[src/rtl/mult_share_arbiter_pkg.sv]
// Shared types and the round-robin pick helper for mult_share_arbiter.
package mult_share_pkg;

  typedef enum logic [1:0] {
    IDLE  = 2'd0,
    CALC  = 2'd1,
    CALC2 = 2'd2,
    RESP  = 2'd3
  } state_t;

  localparam int OP_W_DEF = 4;
  localparam int NREQ_MAX = 8;

  // First set bit of valid, scanning ptr, ptr+1, ... modulo nreq; 0 when none set.
  function automatic int unsigned rr_pick(input int unsigned valid,
                                          input int unsigned ptr,
                                          input int unsigned nreq);
    int unsigned g;
    int unsigned idx;
    bit          found;
    g     = 0;
    found = 1'b0;
    for (int unsigned k = 0; k < NREQ_MAX; k++) begin
      idx = (ptr + k) % nreq;
      if (!found && (k < nreq) && (((valid >> idx) & 32'd1) != 32'd0)) begin
        g     = idx;
        found = 1'b1;
      end
    end
    return g;
  endfunction

endpackage

[src/rtl/mult_share_arbiter_array_multiplier.sv]
// Combinational 4x4 unsigned array multiplier: sum of shifted partial products.
module array_multiplier (
  input  logic [3:0] a,
  input  logic [3:0] b,
  output logic [7:0] p
);

  always_comb begin
    p = '0;
    for (int unsigned i = 0; i < 4; i++) begin
      if (b[i]) p = p + (8'(a) << i);
    end
  end

endmodule

[src/rtl/mult_share_arbiter.sv]
// Round-robin sharing of one array_multiplier among NREQ valid/ready requesters.
// Build option MULT_PIPE_EN: registers the multiplier output and adds state CALC2.
module mult_share_arbiter
  import mult_share_pkg::*;
#(
  parameter  int NREQ = 4,
  parameter  int OP_W = OP_W_DEF,
  localparam int ID_W = $clog2(NREQ)
) (
  input  logic                 clk,
  input  logic                 rst,
  input  logic [NREQ-1:0]      req_valid,
  input  logic [NREQ*OP_W-1:0] req_a,
  input  logic [NREQ*OP_W-1:0] req_b,
  output logic [NREQ-1:0]      req_ready,
  output logic                 rsp_valid,
  input  logic                 rsp_ready,
  output logic [2*OP_W-1:0]    rsp_p,
  output logic [ID_W-1:0]      rsp_id,
  output logic                 busy
);

  state_t              r_state;
  logic [ID_W-1:0]     r_ptr;
  logic [ID_W-1:0]     r_id;
  logic [OP_W-1:0]     r_a;
  logic [OP_W-1:0]     r_b;
  logic [ID_W-1:0]     w_g;
  logic [ID_W-1:0]     w_ptr_nxt;
  logic                w_any;
  logic [2*OP_W-1:0]   w_p;
`ifdef MULT_PIPE_EN
  logic [2*OP_W-1:0]   r_p;
`endif

  assign w_any     = |req_valid;
  assign w_g       = ID_W'(rr_pick(32'(req_valid), 32'(r_ptr), NREQ));
  assign w_ptr_nxt = (w_g == ID_W'(NREQ - 1)) ? '0 : w_g + ID_W'(1);
  assign busy      = (r_state != IDLE);

  // Grant is a single-cycle pulse decoded from IDLE and the live valids.
  always_comb begin
    req_ready = '0;
    if (r_state == IDLE && w_any) req_ready[w_g] = 1'b1;
  end

  array_multiplier u_mult (
    .a (r_a),
    .b (r_b),
    .p (w_p)
  );

  always_ff @(posedge clk or posedge rst) begin
    if (rst) begin
      r_state   <= IDLE;
      r_ptr     <= '0;
      r_id      <= '0;
      r_a       <= '0;
      r_b       <= '0;
      rsp_valid <= 1'b0;
      rsp_p     <= '0;
      rsp_id    <= '0;
`ifdef MULT_PIPE_EN
      r_p       <= '0;
`endif
    end else begin
      case (r_state)
        IDLE: begin
          if (w_any) begin
            r_a     <= req_a[int'(w_g)*OP_W +: OP_W];
            r_b     <= req_b[int'(w_g)*OP_W +: OP_W];
            r_id    <= w_g;
            r_ptr   <= w_ptr_nxt;
            r_state <= CALC;
          end
        end
        CALC: begin
`ifdef MULT_PIPE_EN
          r_p       <= w_p;
          r_state   <= CALC2;
`else
          rsp_p     <= w_p;
          rsp_id    <= r_id;
          rsp_valid <= 1'b1;
          r_state   <= RESP;
`endif
        end
`ifdef MULT_PIPE_EN
        CALC2: begin
          rsp_p     <= r_p;
          rsp_id    <= r_id;
          rsp_valid <= 1'b1;
          r_state   <= RESP;
        end
`endif
        RESP: begin
          if (rsp_ready) begin
            rsp_valid <= 1'b0;
            r_state   <= IDLE;
          end
        end
        default: r_state <= IDLE;
      endcase
    end
  end

endmodule
[config.mk]
export PLATFORM = sky130hd
export DESIGN_NAME = mult_share_arbiter
export DESIGN_NICKNAME = d
export VERILOG_FILES = /design/src/rtl/mult_share_arbiter_pkg.sv /design/src/rtl/mult_share_arbiter_array_multiplier.sv /design/src/rtl/mult_share_arbiter.sv
export SDC_FILE = /design/constraint.sdc
export NUM_CORES = 1
export LEC_CHECK = 0
export BUFFER_PORTS_ARGS = -buffer_cell sky130_fd_sc_hd__buf_2
export CORE_MARGIN = 3
export CORE_UTILIZATION = 30
export CTS_CLUSTER_DIAMETER = 40
export DETAILED_ROUTE_END_ITERATION = 10
export SYNTH_ARGS = -nofsm -noshare
export SYNTH_HDL_FRONTEND = slang
export SYNTH_HIERARCHICAL = 1
export SYNTH_SLANG_ARGS = --single-unit
export TNS_END_PERCENT = 20
[constraint.sdc]
create_clock -name clk -period 8.05 [get_ports clk]
set_clock_uncertainty 0.05 [all_clocks]
set_input_delay 1.2075 -clock clk [delete_from_list [all_inputs] [get_ports clk]]
set_output_delay 1.2075 -clock clk [all_outputs]
set_load 0.02 [all_outputs]
After elaboration in Yosys (flattened, before gate mapping)
Index checks and enable logic that the tools add are counted.
{"block": "classes", "n_addsub": 7, "n_mul": 0, "div_mod_pow": 0, "magnitude_cmp": 2, "eq_ne": 5, "shift": 6, "muxes": 20, "bitwise": 0, "reduce_logical": 15}
{"operator": "$shiftx 16x5->4", "n": 2}
{"operator": "$mux 8", "n": 3}
{"operator": "$shr 4x2->1", "n": 4}
{"operator": "$mux 2", "n": 7}
{"operator": "$add 8x5->8", "n": 1}
{"operator": "$add 8x6->8", "n": 1}
{"operator": "$add 8x7->8", "n": 1}
{"operator": "$mux 4", "n": 2}
{"operator": "$pmux 2 s3", "n": 1}
{"operator": "$reduce_and 2->1", "n": 3}
{"operator": "$logic_and 1x1->1", "n": 5}
{"operator": "$mux 1", "n": 5}
{"operator": "$add 2x1->2 const B", "n": 2}
{"operator": "$add 2x2->2 const B", "n": 2}
{"operator": "$eq 2x2->1 const B", "n": 2}
{"operator": "$ne 2x2->1 const B", "n": 2}
{"operator": "$reduce_bool 2->1", "n": 2}
{"operator": "$reduce_or 4->1", "n": 1}
{"operator": "$logic_not 1->1", "n": 3}
{"operator": "$lt 2x3->1 const B", "n": 1}
{"operator": "$demux 1 s2", "n": 1}
{"operator": "$eq 2x1->1 const B", "n": 1}
{"operator": "$ge 2x1->1 const B", "n": 1}
{"operator": "$logic_not 2->1", "n": 1}
{"operator": "$pmux 1 s2", "n": 1}
{"block": "totals", "register_bits": 25, "latch_bits": 0, "ramBits": 0, "mem_bits_ro": 0, "out_inout_bits": 16, "elab_cells": 63, "memories": 0}

Logic depth before layout (Yosys ltp)
{"block": "depth", "word_depth": 16, "ltp_mapped": 18, "ltp_nobuf": 18}

Modules after synthesis
The synthesis kept the hierarchy.
{"module": "mult_share_arbiter", "n_inst": 1, "cells_each": 120, "area_per_inst_um2": 1347.5}
{"module": "array_multiplier", "n_inst": 1, "cells_each": 73, "area_per_inst_um2": 578.1}

Worst setup path after synthesis
No wires, ideal clock.
{"block": "synth_path", "kind": "input-to-output", "startpoint": "input req_valid[1]", "endpoint": "output req_ready[0]", "t_arrival_ns": 2.515, "required_time_ns": 6.793, "setup_slack_ns": 4.277, "cell_stages": 6, "path_buffers": 2, "cell_sequence": "mux2_4 > o221ai_2 > buf_6 > buf_12 > inv_1 > nor3_1"}
{"block": "synth_between", "elab_chain_len": 16, "word_cells_on_any_way": 25, "cone_classes": "order compare (2); shift (4); mux (10); reduce/logical (9)"}
{"element": "start: declaration", "line": "mult_share_arbiter.sv:12", "text": "input logic [NREQ-1:0] req_valid,"}
{"element": "$shr 4x2->1", "line": "mult_share_arbiter_pkg.sv:25", "text": "if (!found && (k < nreq) && (((valid >> idx) & 32'd1) != 32'd0)) begin"}
{"element": "$mux 1", "line": "mult_share_arbiter_pkg.sv:25"}
{"element": "$logic_not 1->1", "line": "mult_share_arbiter_pkg.sv:25"}
{"element": "$logic_and 1x1->1", "line": "mult_share_arbiter_pkg.sv:25"}
{"element": "$mux 1", "line": "mult_share_arbiter_pkg.sv:25"}
{"element": "$logic_not 1->1", "line": "mult_share_arbiter_pkg.sv:25"}
{"element": "$logic_and 1x1->1", "line": "mult_share_arbiter_pkg.sv:25"}
{"element": "$mux 1", "line": "mult_share_arbiter_pkg.sv:25"}
{"element": "$logic_not 1->1", "line": "mult_share_arbiter_pkg.sv:25"}
{"element": "$logic_and 1x1->1", "line": "mult_share_arbiter_pkg.sv:25"}
{"element": "$mux 2", "line": "mult_share_arbiter_pkg.sv:25"}
{"element": "$lt 2x3->1 (not written as such) / $ge 2x1->1 (equally long branches)", "line": "mult_share_arbiter.sv:44", "text": "if (r_state == IDLE && w_any) req_ready[w_g] = 1'b1;"}
{"element": "$logic_and 1x1->1 (not written as such)", "line": "mult_share_arbiter.sv:44"}
{"element": "$mux 1 (not written as such)", "line": "mult_share_arbiter.sv:44"}
{"element": "$demux 1 s2", "line": "mult_share_arbiter.sv:44"}
{"element": "$mux 4 *", "line": "mult_share_arbiter.sv:44"}
{"element": "end: declaration", "line": "mult_share_arbiter.sv:15", "text": "output logic [NREQ-1:0] req_ready,"}
Every way passes the cells marked *; elsewhere a longest branch is shown, timed or not.

Worst setup path in the final report
{"block": "layout_path", "startpoint": "input req_valid[0]", "endpoint": "output req_ready[3]"}
The elaborated chain is that of the path after synthesis.

==> flow_summary_export.csv <==
group,metric,value,unit
layout,final_nets,296,
sta,fin_crit_sh,54.35,%
placement,dp_hpwl,3.426,mm
die,die-height,86.12,um
pwr,p_leak,0.001203,uW
die,io_pins,55,
clock_tree,clk_pin_slew,0.09,ns
pwr,power_density,373.6,nW/um2
pwr,comb_power_share,60.5,%
clock_tree,holdBufCountCts,0,
synth,synth_nets,247,
run_status,status,"finished, final reports clean",
die,dieArea,7416,um2
synth,synth.top_cell.area_share,32.49,%
synth,synthSimpleGateAreaFrac,12.67,%
layout,fin_util,37.20,%
clock_tree,tritoncts,"yes",
synth,ys_warn_count,6,
clock_tree,cts_htree_levels,1,
synth,synth_seq_cells,25,
die,coreArea,6061,um2
synth,yosysUniqueCellTypes,43,
synth,synth_mux_area_share,18.78,%
synth,netlist_area,1926,um2
placement,numPortBuffers,54,
sta,hold_ws,0.4415,ns
sta,setup_viol,0,
sta,postLayoutSetupSlackWorst,3.675,ns
grt,antenna_found_initial,0,
layout,fillers,636,
setup_path,path_cells,"buf_2 -> a21o_2 -> a21oi_1 -> o22ai_1 -> inv_1 -> ha_1 -> and2_1 -> buf_2",
layout,layout-drive-gt1-share,32.37,%
routing,first_pass_iters,4,
routing,antenna_left,0,
flow_run,cap_viol_max_count,0,
pwr,peakVddDrop,0.0001436,V
layout,antenna_cells,0,
routing,vias_per_cell,4.829,
die,num_rows,28,
pwr,pwr-share-seq,30.1,%
setup_path,cp_max_fo,11,
synth,synth_fa_ha_area_share,10.92,%
pwr,clkPwrFrac,9.3,%
sta,relSlewSlack,32.15,%
synth,seq_area_frac_synth,32.49,%
sta,fmax,0.2286,GHz
setup_path,criticalPathCategory,"input pin to output port",
routing,wl_per_cell,13.90,um
routing,via_count,1526,
routing,drc,0,
synth,synth_top_family_by_area,"multiplexers",
grt,overflow,0,
clock_tree,postCtsSetupBuffers,0,
pwr,report.power.total,842.3,uW
setup_path,crit_required,6.79,ns
routing,wirelength,4.392,mm
sta,fin_crit,4.375,ns
grt,grt_max_degree,35,
synth,avgSynthCellArea,9.977,um2
pwr,sw_frac_of_total,45.01,%
synth,synth_compound_area_share,14.94,%
setup_path,endpoint_kind,"output port",
sta,maxSlewViolCount,0,
layout,syn_to_final_growth,17.09,%
grt,grt_pass1_wl,7.569,mm
setup_path,slowest_stage,"o22ai_1",
placement,preCtsSetupSlack,3.694,ns
clock_tree,clock-sinks,25,
sta,tightest_slew,1.018,ns
layout,multiInputGateArea,1164,um2
pwr,p_sw,379.1,uW
clock_tree,insertion_delay,0.27,ns
clock_tree,clockBufferDepth,2,
setup_path,critPathMostFrequentCell,"buf_2",
hold_path,hold_class,"flip-flop to flip-flop",
die,dieWidth,86.12,um
setup_path,cp-start-kind,"input pin",
sta,tns,0,ns
sta,hold_viol_final,0,
sta,grt_setup_unrepaired,"false",
synth,synth.largest_area_cell,"dfrtp_1",
clock_tree,cts_inserted_buffers,3,
layout,seqCellArea,625.6,um2
setup_path,worstPathArrival,3.12,ns
synth,synth_xor_area_share,3.119,%
clock_tree,cts_resized,0,
setup_path,crit_buf_inv,3,
synth,syn_inst,193,
synth,synth.area.top_cells,"dfrtp_1, mux2i_1, ha_1",
grt,grtUsageTotal,12.78,%
routing,drt_iter0_drc,38,
die,start_util,31.77,%
setup_path,critPathMaxStageDelay,0.63,ns
setup_path,crit_family,"compound AO/OA/AOI/OAI gates",
grt,first_global_vias,1616,
placement,gp_congestion,0.7968,
clock_tree,clockRootBuffer,"clkbuf_8",
pwr,p_int,463.2,uW
## power groups by stage
stage	clock (uW)	combinational (uW)	sequential, uW
4_1_cts	81.1	519	256
6_report	78.6	510	254
3_5_place_dp	0	516	258
5_1_grt	86.0	591	266
3_3_place_gp	0	510	258
2_1_floorplan	0	418	257
## routing by layer
| layer | up-vias | share of wire (%) | wire length [um] | GRT usage, % |
|---|---|---|---|---|
| met3 | 4 | 4.0 | 174 | 2.498 |
| met2 | 27 | 50 | 2192 | 22.70 |
| met4 | 0 | 0.84 | 37 | 2.734 |
| met5 | - | 0 | 0 | 0 |
| met1 | 716 | 45 | 1988 | 15.93 |
| li1 | 779 | - | - | - |
## worst paths after layout
| check | from | endpoint | slack [ns] | cells past startpoint |
|---|---|---|---|---|
| worst min-delay path | r_id[0]$_DFFE_PP0P_ | r_id[0]$_DFFE_PP0P_ | 0.44 | 2 |
| worst min register to register | r_id[0]$_DFFE_PP0P_ | r_id[0]$_DFFE_PP0P_ | 0.44 | 2 |
| min in group asynchronous | rst | rsp_p[7]$_DFFE_PP0P_ | 1.10 | 2 |
| worst max register to register | r_a[1]$_DFFE_PP0P_ | rsp_p[6]$_DFFE_PP0P_ | 4.00 | 18 |
| max in group asynchronous | rst | r_a[2]$_DFFE_PP0P_ | 6.24 | 2 |
| worst max-delay path | req_valid[0] | req_ready[3] | 3.67 | 8 |
## registers in the layout, summed over array words and instances, names as in the netlist
register and count:
r_state 2, rsp_valid 1, r_b 4, r_ptr 2
rsp_id 2, r_a 4, rsp_p 8, r_id 2
## cell families (layout without fill, tap and decap cells)
kind of cell             Yosys count  count (layout)
flip-flops                        25              25
AO/OA/AOI/OAI                     40              40
buffers and inverters             24              72
XOR/XNOR                           6               6
AND/OR/NAND/NOR                   49              49
multiplexers                      34              34
adder cells (fa/ha/maj)           15              15
## placed cells by master (no fill, tap or decap), drive strengths merged, types with 4 or more instances in the layout
cell / n
a21oi: 10
mux2: 14
clkbuf: 4
buf: 55
nor3: 19
mux2i: 20
a211o: 8
a21o: 5
xor2: 4
nand2: 14
o21ai: 4
inv: 13
ha: 12
dfrtp: 25
## stage by stage
| stage | instances | area (um2) |
|---|---|---|
| 2_1_floorplan | 193 | 1926 |
| 3_3_place_gp | 312 | 2210 |
| 3_5_place_dp | 312 | 2210 |
| 4_1_cts | 316 | 2255 |
| 5_1_grt | 316 | 2255 |
| 6_report | 316 | 2255 |
## tightest hold or removal path, cell delays in order, from the launching register on
cell	delay, ns
dfrtp_1	0.35
nand2_1	0.05
o21ai_0	0.06
## synth_stat cells (all sizes together)
cell	instances
inv	13
o21ai	4
or3b	1
a211o	8
mux2	14
o31ai	1
o21bai	2
nand2	14
o22ai	1
clkbuf	2
nor3	19
a211oi	1
nor2	2
a21boi	2
o21a	3
xnor2	2
fa	3
nor2b	3
and2	3
xor2	4
nand2b	3
a21oi	10
or2	2
mux2i	20
a221oi	1
nand3	1
nor4	1
ha	12
o221ai	1
a22oi	1
dfrtp	25
buf	9
a21o	5
## final cells by class
class	instances	share of cell area [%]
multi-input combinational	144	51.61
sequential	25	27.75
timing repair buffer	55	12.32
tap	75	4.162
inverter	13	2.164
clock buffer	4	1.998
(Power assumes the default switching activity.)
